**src/rtl/imem_loader.sv**
```systemverilog
// Instruction-memory loader: assembles a big-endian byte stream into 32-bit words,
// writes them from TEXT_BASE upward and holds the CPU in reset while loading.
module imem_loader #(
    parameter logic [31:0] TEXT_BASE = 32'h0000_3000,
    parameter int          DEPTH     = 1024
) (
    input  logic        clk,
    input  logic        rst,
    input  logic        start,
    input  logic [10:0] load_len,
    input  logic        in_valid,
    input  logic [7:0]  in_data,
    output logic        in_ready,
    output logic        mem_we,
    output logic [31:0] mem_addr,
    output logic [31:0] mem_wdata,
    output logic        busy,
    output logic        done,
    output logic        err,
    output logic        cpu_hold
);

    // Stream handshake: a byte moves on every rising edge where in_valid && in_ready;
    // in_valid may drop at any time, and in_ready is high only while receiving.

    typedef enum logic [1:0] {
        IDLE  = 2'd0,
        RECV  = 2'd1,
        WRITE = 2'd2,
        FIN   = 2'd3
    } state_t;

    localparam logic [10:0] MAX_LEN = 11'(DEPTH);

    state_t      state;
    state_t      state_nx;
    logic [10:0] len_q;
    logic [10:0] word_idx;
    logic [1:0]  byte_cnt;
    logic [31:0] word_q;
    logic        len_ok;
    logic        accept;
    logic        start_ok;
    logic        start_bad;
    logic [31:0] word_nx;
    logic [31:0] addr_nx;

    assign len_ok    = (load_len != 11'd0) && (load_len <= MAX_LEN);
    assign accept    = in_valid && in_ready;
    assign start_ok  = (state == IDLE) && start && len_ok;
    assign start_bad = (state == IDLE) && start && !len_ok;
    assign word_nx   = {word_q[23:0], in_data};
    assign addr_nx   = TEXT_BASE + {19'd0, word_idx, 2'b00};

    always_ff @(posedge clk or posedge rst) begin
        if (rst) begin
            state <= IDLE;
        end else begin
            state <= state_nx;
        end
    end

    always_comb begin
        state_nx = state;
        case (state)
            IDLE: begin
                if (start_ok) begin
                    state_nx = RECV;
                end
            end
            RECV: begin
                if (accept && (byte_cnt == 2'd3)) begin
                    state_nx = WRITE;
                end
            end
            WRITE: begin
                if ((word_idx + 11'd1) == len_q) begin
                    state_nx = FIN;
                end else begin
                    state_nx = RECV;
                end
            end
            FIN: begin
                state_nx = IDLE;
            end
            default: begin
                state_nx = IDLE;
            end
        endcase
    end

    // Datapath: length latch, word assembly and write index.
    always_ff @(posedge clk or posedge rst) begin
        if (rst) begin
            len_q    <= 11'd0;
            word_idx <= 11'd0;
            byte_cnt <= 2'd0;
            word_q   <= 32'd0;
        end else begin
            if (start_ok) begin
                len_q    <= load_len;
                word_idx <= 11'd0;
                byte_cnt <= 2'd0;
                word_q   <= 32'd0;
            end else if (accept) begin
                word_q   <= word_nx;
                byte_cnt <= byte_cnt + 2'd1;
            end else if (state == WRITE) begin
                word_idx <= word_idx + 11'd1;
            end
        end
    end

    // Outputs are registered from the next state so each one lines up with its state.
    always_ff @(posedge clk or posedge rst) begin
        if (rst) begin
            in_ready  <= 1'b0;
            mem_we    <= 1'b0;
            mem_addr  <= 32'd0;
            mem_wdata <= 32'd0;
            busy      <= 1'b0;
            done      <= 1'b0;
            err       <= 1'b0;
            cpu_hold  <= 1'b0;
        end else begin
            in_ready  <= (state_nx == RECV);
            mem_we    <= (state_nx == WRITE);
            mem_addr  <= (state_nx == WRITE) ? addr_nx : 32'd0;
            mem_wdata <= (state_nx == WRITE) ? word_nx : 32'd0;
            busy      <= (state_nx == RECV) || (state_nx == WRITE);
            cpu_hold  <= (state_nx == RECV) || (state_nx == WRITE);
            done      <= (state_nx == FIN);
            err       <= start_bad;
        end
    end

endmodule

```
**config.mk**
```make
export PLATFORM = sky130hd
export DESIGN_NAME = imem_loader
export DESIGN_NICKNAME = d
export VERILOG_FILES = /design/src/rtl/imem_loader.sv
export SDC_FILE = /design/constraint.sdc
export NUM_CORES = 1
export LEC_CHECK = 0
export ABC_AREA = 1
export CORE_MARGIN = 1
export CORE_UTILIZATION = 50
export CTS_BUF_LIST = sky130_fd_sc_hd__clkbuf_8 sky130_fd_sc_hd__clkbuf_16
export DETAILED_ROUTE_END_ITERATION = 8
export PLACE_DENSITY = 0.79
export SLEW_MARGIN = 30
export SYNTH_ARGS = -nofsm -noshare
export SYNTH_HDL_FRONTEND = slang
export SYNTH_SLANG_ARGS = --single-unit
export TNS_END_PERCENT = 1
```
**constraint.sdc**
```tcl
create_clock -name clk -period 4.8 [get_ports clk]
set_input_delay 1.44 -clock clk [delete_from_list [all_inputs] [get_ports clk]]
set_output_delay 1.44 -clock clk [all_outputs]
set_load 0.02 [all_outputs]
```
Word-level counts from Yosys, hierarchy flattened:

Cells that the tools add are included.

* register bits: 102
* input bits: 23
* output and inout port bits: 70

* $add $sub $neg: 3
* magnitude comparators: 1
* eq/ne operators: 9
* multiplexer cells: 13
* reductions and logical operators: 13

Operators with widths (count)
* 24-bit two-way mux: 2
* 11-bit two-way mux: 3
* 32-bit two-way mux: 1
* 14-bit by 13-bit adder with 15-bit output (first input constant): 1
* 15-bit two-way mux: 1
* 11-bit by 1-bit adder with 11-bit output (second input constant): 1
* 11-bit == test: 1
* 11-bit less-or-equal comparator (second input constant): 1
* 11-bit nonzero test: 1
* 2-bit == test (second input constant): 5
* 2-bit two-way mux: 5
* 2-bit one-hot mux with 4 select lines: 1
* 1-bit logical AND: 6
* 2-bit by 1-bit == test with 1-bit output (second input constant): 2
* 2-bit nonzero test: 2
* 2-bit by 1-bit adder with 2-bit output (second input constant): 1
* 2-bit zero test: 1
* 2-bit by 1-bit inequality test with 1-bit output (second input constant): 1
* 2-bit AND reduction: 1
* 1-bit zero test: 1
* 1-bit logical OR: 1

Longest topological paths before layout:

* depth after elaboration: 7
* mapped depth: 12

Worst setup path before layout:

No wires, ideal clock.

* kind: input -> register
* start: input load_len[2]
* end: register word_idx[5]
* setup time: 115 ps
* arrival: 2383 ps
* setup slack: 2302 ps
* stages: 11
* buffers on the path: 1
* cells stage by stage: inv_1 -> nand4_1 -> nor2_1 -> nand3_1 -> nand2_2 -> nand3_4 -> o21ai_2 -> buf_2 -> nor2_1 -> nor2_1 -> inv_1

* cells in the longest elaborated chain, start to end: 5
* elaborated cells on any way between the ends: 8
* those cells by class: order compare: 1; eq/ne: 1; mux: 1; reduce/logical: 5

RTL lines
* start, declared: RTL line 10 `input logic [10:0] load_len,`
* 11-bit less-or-equal comparator or 11-bit nonzero test (tied branches): RTL line 48 `assign len_ok = (load_len != 11'd0) && (load_len <= MAX_LEN);`
* 1-bit logical AND *: RTL line 48
* 1-bit logical AND *: RTL line 50 `assign start_ok = (state == IDLE) && start && len_ok;`
* 2-bit by 1-bit inequality test with 1-bit output (no line) or 2-bit nonzero test (tied branches)
* 2-bit AND reduction (no line)
* end signal, assigned: RTL line 109 `word_idx <= word_idx + 11'd1;`
* end, declared: RTL line 38 `logic [10:0] word_idx;`

Every way passes the cells marked *; elsewhere a longest branch is shown, timed or not.
A chain may end at the register's enable or synchronous reset.

Worst setup path in the final report:

* start: input load_len[5]
* end: register word_q[22]

* cells in the longest elaborated chain, start to end: 4
* elaborated cells on any way between the ends: 6
* those cells by class: order compare: 1; mux: 1; reduce/logical: 4

RTL lines
* 11-bit less-or-equal comparator or 11-bit nonzero test (tied branches): RTL line 48
* 1-bit logical AND *: RTL line 48
* 1-bit logical AND *: RTL line 50
* 24-bit two-way mux or 2-bit nonzero test (tied branches)
* end signal, assigned: RTL line 106 `word_q <= word_nx;`
* end, declared: RTL line 40 `logic [31:0] word_q;`

Marked as above.

==> qor.yml <==
p_per_area_nw_per_um2: 523
clk-insertion-delay-late_ns: 0.38
cp.required_ns: 5.04
synth_area_um2: 4230
routabilityCongestion: 0.840
ant_nets: 0
worstMarginPinSlew_ns: 0.789
rsz0062_at_grt: "no"
ys_types: 30
p_sw_mw: 1.07
clock.fmax_ghz: 0.325
cts_sinks: 99
synth_seq_area_share: 0.585
cp-end-kind: "flip-flop"
dieArea_um2: 8840
fin_crit_ns: 3.08
power.leakage_nw: 2.55
post-place-ws_ns: 1.36
cts_tree: "built"
setup_viol: 0
reg2reg_slack_ns: 2.78
hold_path_end: "mem_addr[13]"
p_sw_frac: 0.395
finalHoldViolations: 0
num_vias: 3157
dp_hpwl_mm: 6.00
rr_endpoint: "mem_wdata[26]"
cts_setup_buffers: 0
comb_power_share: 0.359
p_clk_frac: 0.190
overflow: 0
row_count: 33
critPathArrivalTime_ns: 3.32
power_mw: 2.70
start_util: 0.515
setup_ws_ns: 1.72
min_path_cells: 1
drv_slew: 0
peakVddDrop_mv: 0.267
boundaryPins: 93
grt_antenna_before_repair: 0
fp.dieW_um: 94.0
drt_iter0_drc: 220
area_delta_synth_final_pct: 21.9
ys_ff_latch: 99
clockBufferDepth: 2
h-tree-depth: 3
worstReg2RegStart: "byte_cnt[0]"
fin_crit_sh: 0.641
layout.cells.non_filler: 647
dr.pass1.iters: 4
viasPerCell: 4.88
synthCells: 465
r2r_cells: 5
finalClockSkew_ns: 0.00967
placed_cell_area_um2: 4970
path_clk_slew_ns: 0.09
worstPathMaxFanout: 33
post-route-drc-count: 0
cts_buffers: 9
fp.dieH_um: 94.0
status: "complete, no violations"
tns_ns: 0
slew_headroom: 0.472
stdcell_area_um2: 5160
grt_pass1_vias: 2961
start_kind: "input pin"
hold_path.class: "flip-flop to flip-flop"
drive_above_1_share: 0.0812
n_fill_cell: 677
wl_per_cell_um: 12.9
yosysWarnings: 0
syn_area_per_cell_um2: 9.10
core_um2: 8220
post_cts_resize_count: 0
grt_usage: 0.209
grt_max_degree: 56
crit_type: "input pin to flip-flop"
clockRootBuffer: "clkbuf_8"
dp.cells: 631
io_buffer_count: 73
drt-total-wl_mm: 8.36
n_antenna_cell: 0
grt_pass1_wl_mm: 13.9
drv_cap: 0
nets: 562
hp-start: "word_idx[10]"
p_int_mw: 1.63
sequentialPowerShare: 0.451
holdBufCountCts: 0
==> metal layers <==
| metal | track usage | part of all wire | vias up |
|---|---|---|---|
| met3 | 0.0316 | 0.062 | 11 |
| met2 | 0.307 | 0.46 | 106 |
| met4 | 0.106 | 0.017 | 0 |
| met1 | 0.302 | 0.47 | 1478 |
| met5 | 0 | 0 | - |
| li1 | - | - | 1562 |
==> cell usage in the layout (no fill, tap or decap), drive strengths merged <==
cell            n
clkbuf          9
clkinvlp        2
inv            82
a31o            1
and2            1
o21bai          2
o21ai          17
o211ai          1
ha              2
clkdlybuf4s50  73
conb           19
nor3            2
dfrtp          99
buf             3
nand3b          5
clkinv          3
nand4           3
o22ai          28
nand3          37
nand2          74
a21oi           3
nor2           76
==> cell usage after synthesis, drive strengths merged <==
cell | count | area share
buf | 29 | 0.048
o22ai | 28 | 0.041
o211ai | 1 | 0.0018
conb | 1 | 0.00089
a21oi | 3 | 0.0035
clkbuf | 4 | 0.0035
inv | 79 | 0.070
dfrtp | 99 | 0.59
o21bai | 2 | 0.0035
nand4 | 3 | 0.0044
and2 | 1 | 0.0015
ha | 2 | 0.0059
clkinv | 1 | 0.00089
nor2 | 76 | 0.073
a31o | 1 | 0.0021
o21ai | 17 | 0.022
nand2 | 74 | 0.073
nand3b | 5 | 0.0089
nor3 | 2 | 0.0035
nand3 | 37 | 0.047
==> power by group through the flow <==
stage	sequential [mW]	combinational, mW	clock [mW]
after floorplan	1.26	0.638	0
after global placement	1.22	0.940	0
after detailed placement	1.23	0.964	0
after CTS	1.21	0.970	0.525
after global routing	1.24	1.09	0.558
final	1.22	0.967	0.513
==> registers in the layout, indices dropped and copies added, names as in the netlist, 2 cells and up <==
name / count
byte_cnt: 2
len_q: 11
mem_addr: 12
mem_wdata: 32
state: 2
word_idx: 11
word_q: 24
==> critical path, stage by stage <==
cell	delay [ns]
clkdlybuf4s50_1	0.40
inv_1	0.08
nand4_1	0.13
nor2_1	0.15
nand3_1	0.10
nand2_2	0.10
nand3_4	0.27
nand2_2	0.48
o22ai_1	0.14
==> worst max path at each step <==
| stage | end | from | slack (ns) |
|---|---|---|---|
| floorplan | byte_cnt[0] | rst | 0.77 |
| global placement | word_q[15] | load_len[0] | 1.43 |
| detailed placement | word_q[9] | load_len[5] | 1.36 |
| CTS | word_q[22] | load_len[5] | 1.76 |
| global route | word_q[3] | load_len[2] | 1.51 |
| finish | word_q[22] | load_len[5] | 1.72 |
==> per-stage QoR <==
stage	hold WS [ns]	util
global route	0.521	0.628
finish	0.489	0.628
floorplan	0.446	-
global placement	0.472	0.605
CTS	0.483	0.628
detailed placement	0.466	0.605
==> cells by family after synthesis <==
group,synth area share
buffers and inverters,0.123
AND/OR/NAND/NOR,0.211
other,0.000886
AO/OA/AOI/OAI,0.0742
adder cells (fa/ha/maj),0.00591
flip-flops,0.585
==> area by class of cell <==
type                    instances  area [um2]  share of cell area
multi-input cells             271        1300               0.253
clock buffers                   9         124              0.0240
clock inverters                 7        68.8              0.0133
flip-flops and latches         99        2480               0.480
inverters                      80         303              0.0587
well taps                     105         131              0.0255
repair buffers                 76         753               0.146
(Power assumes the default switching activity.)
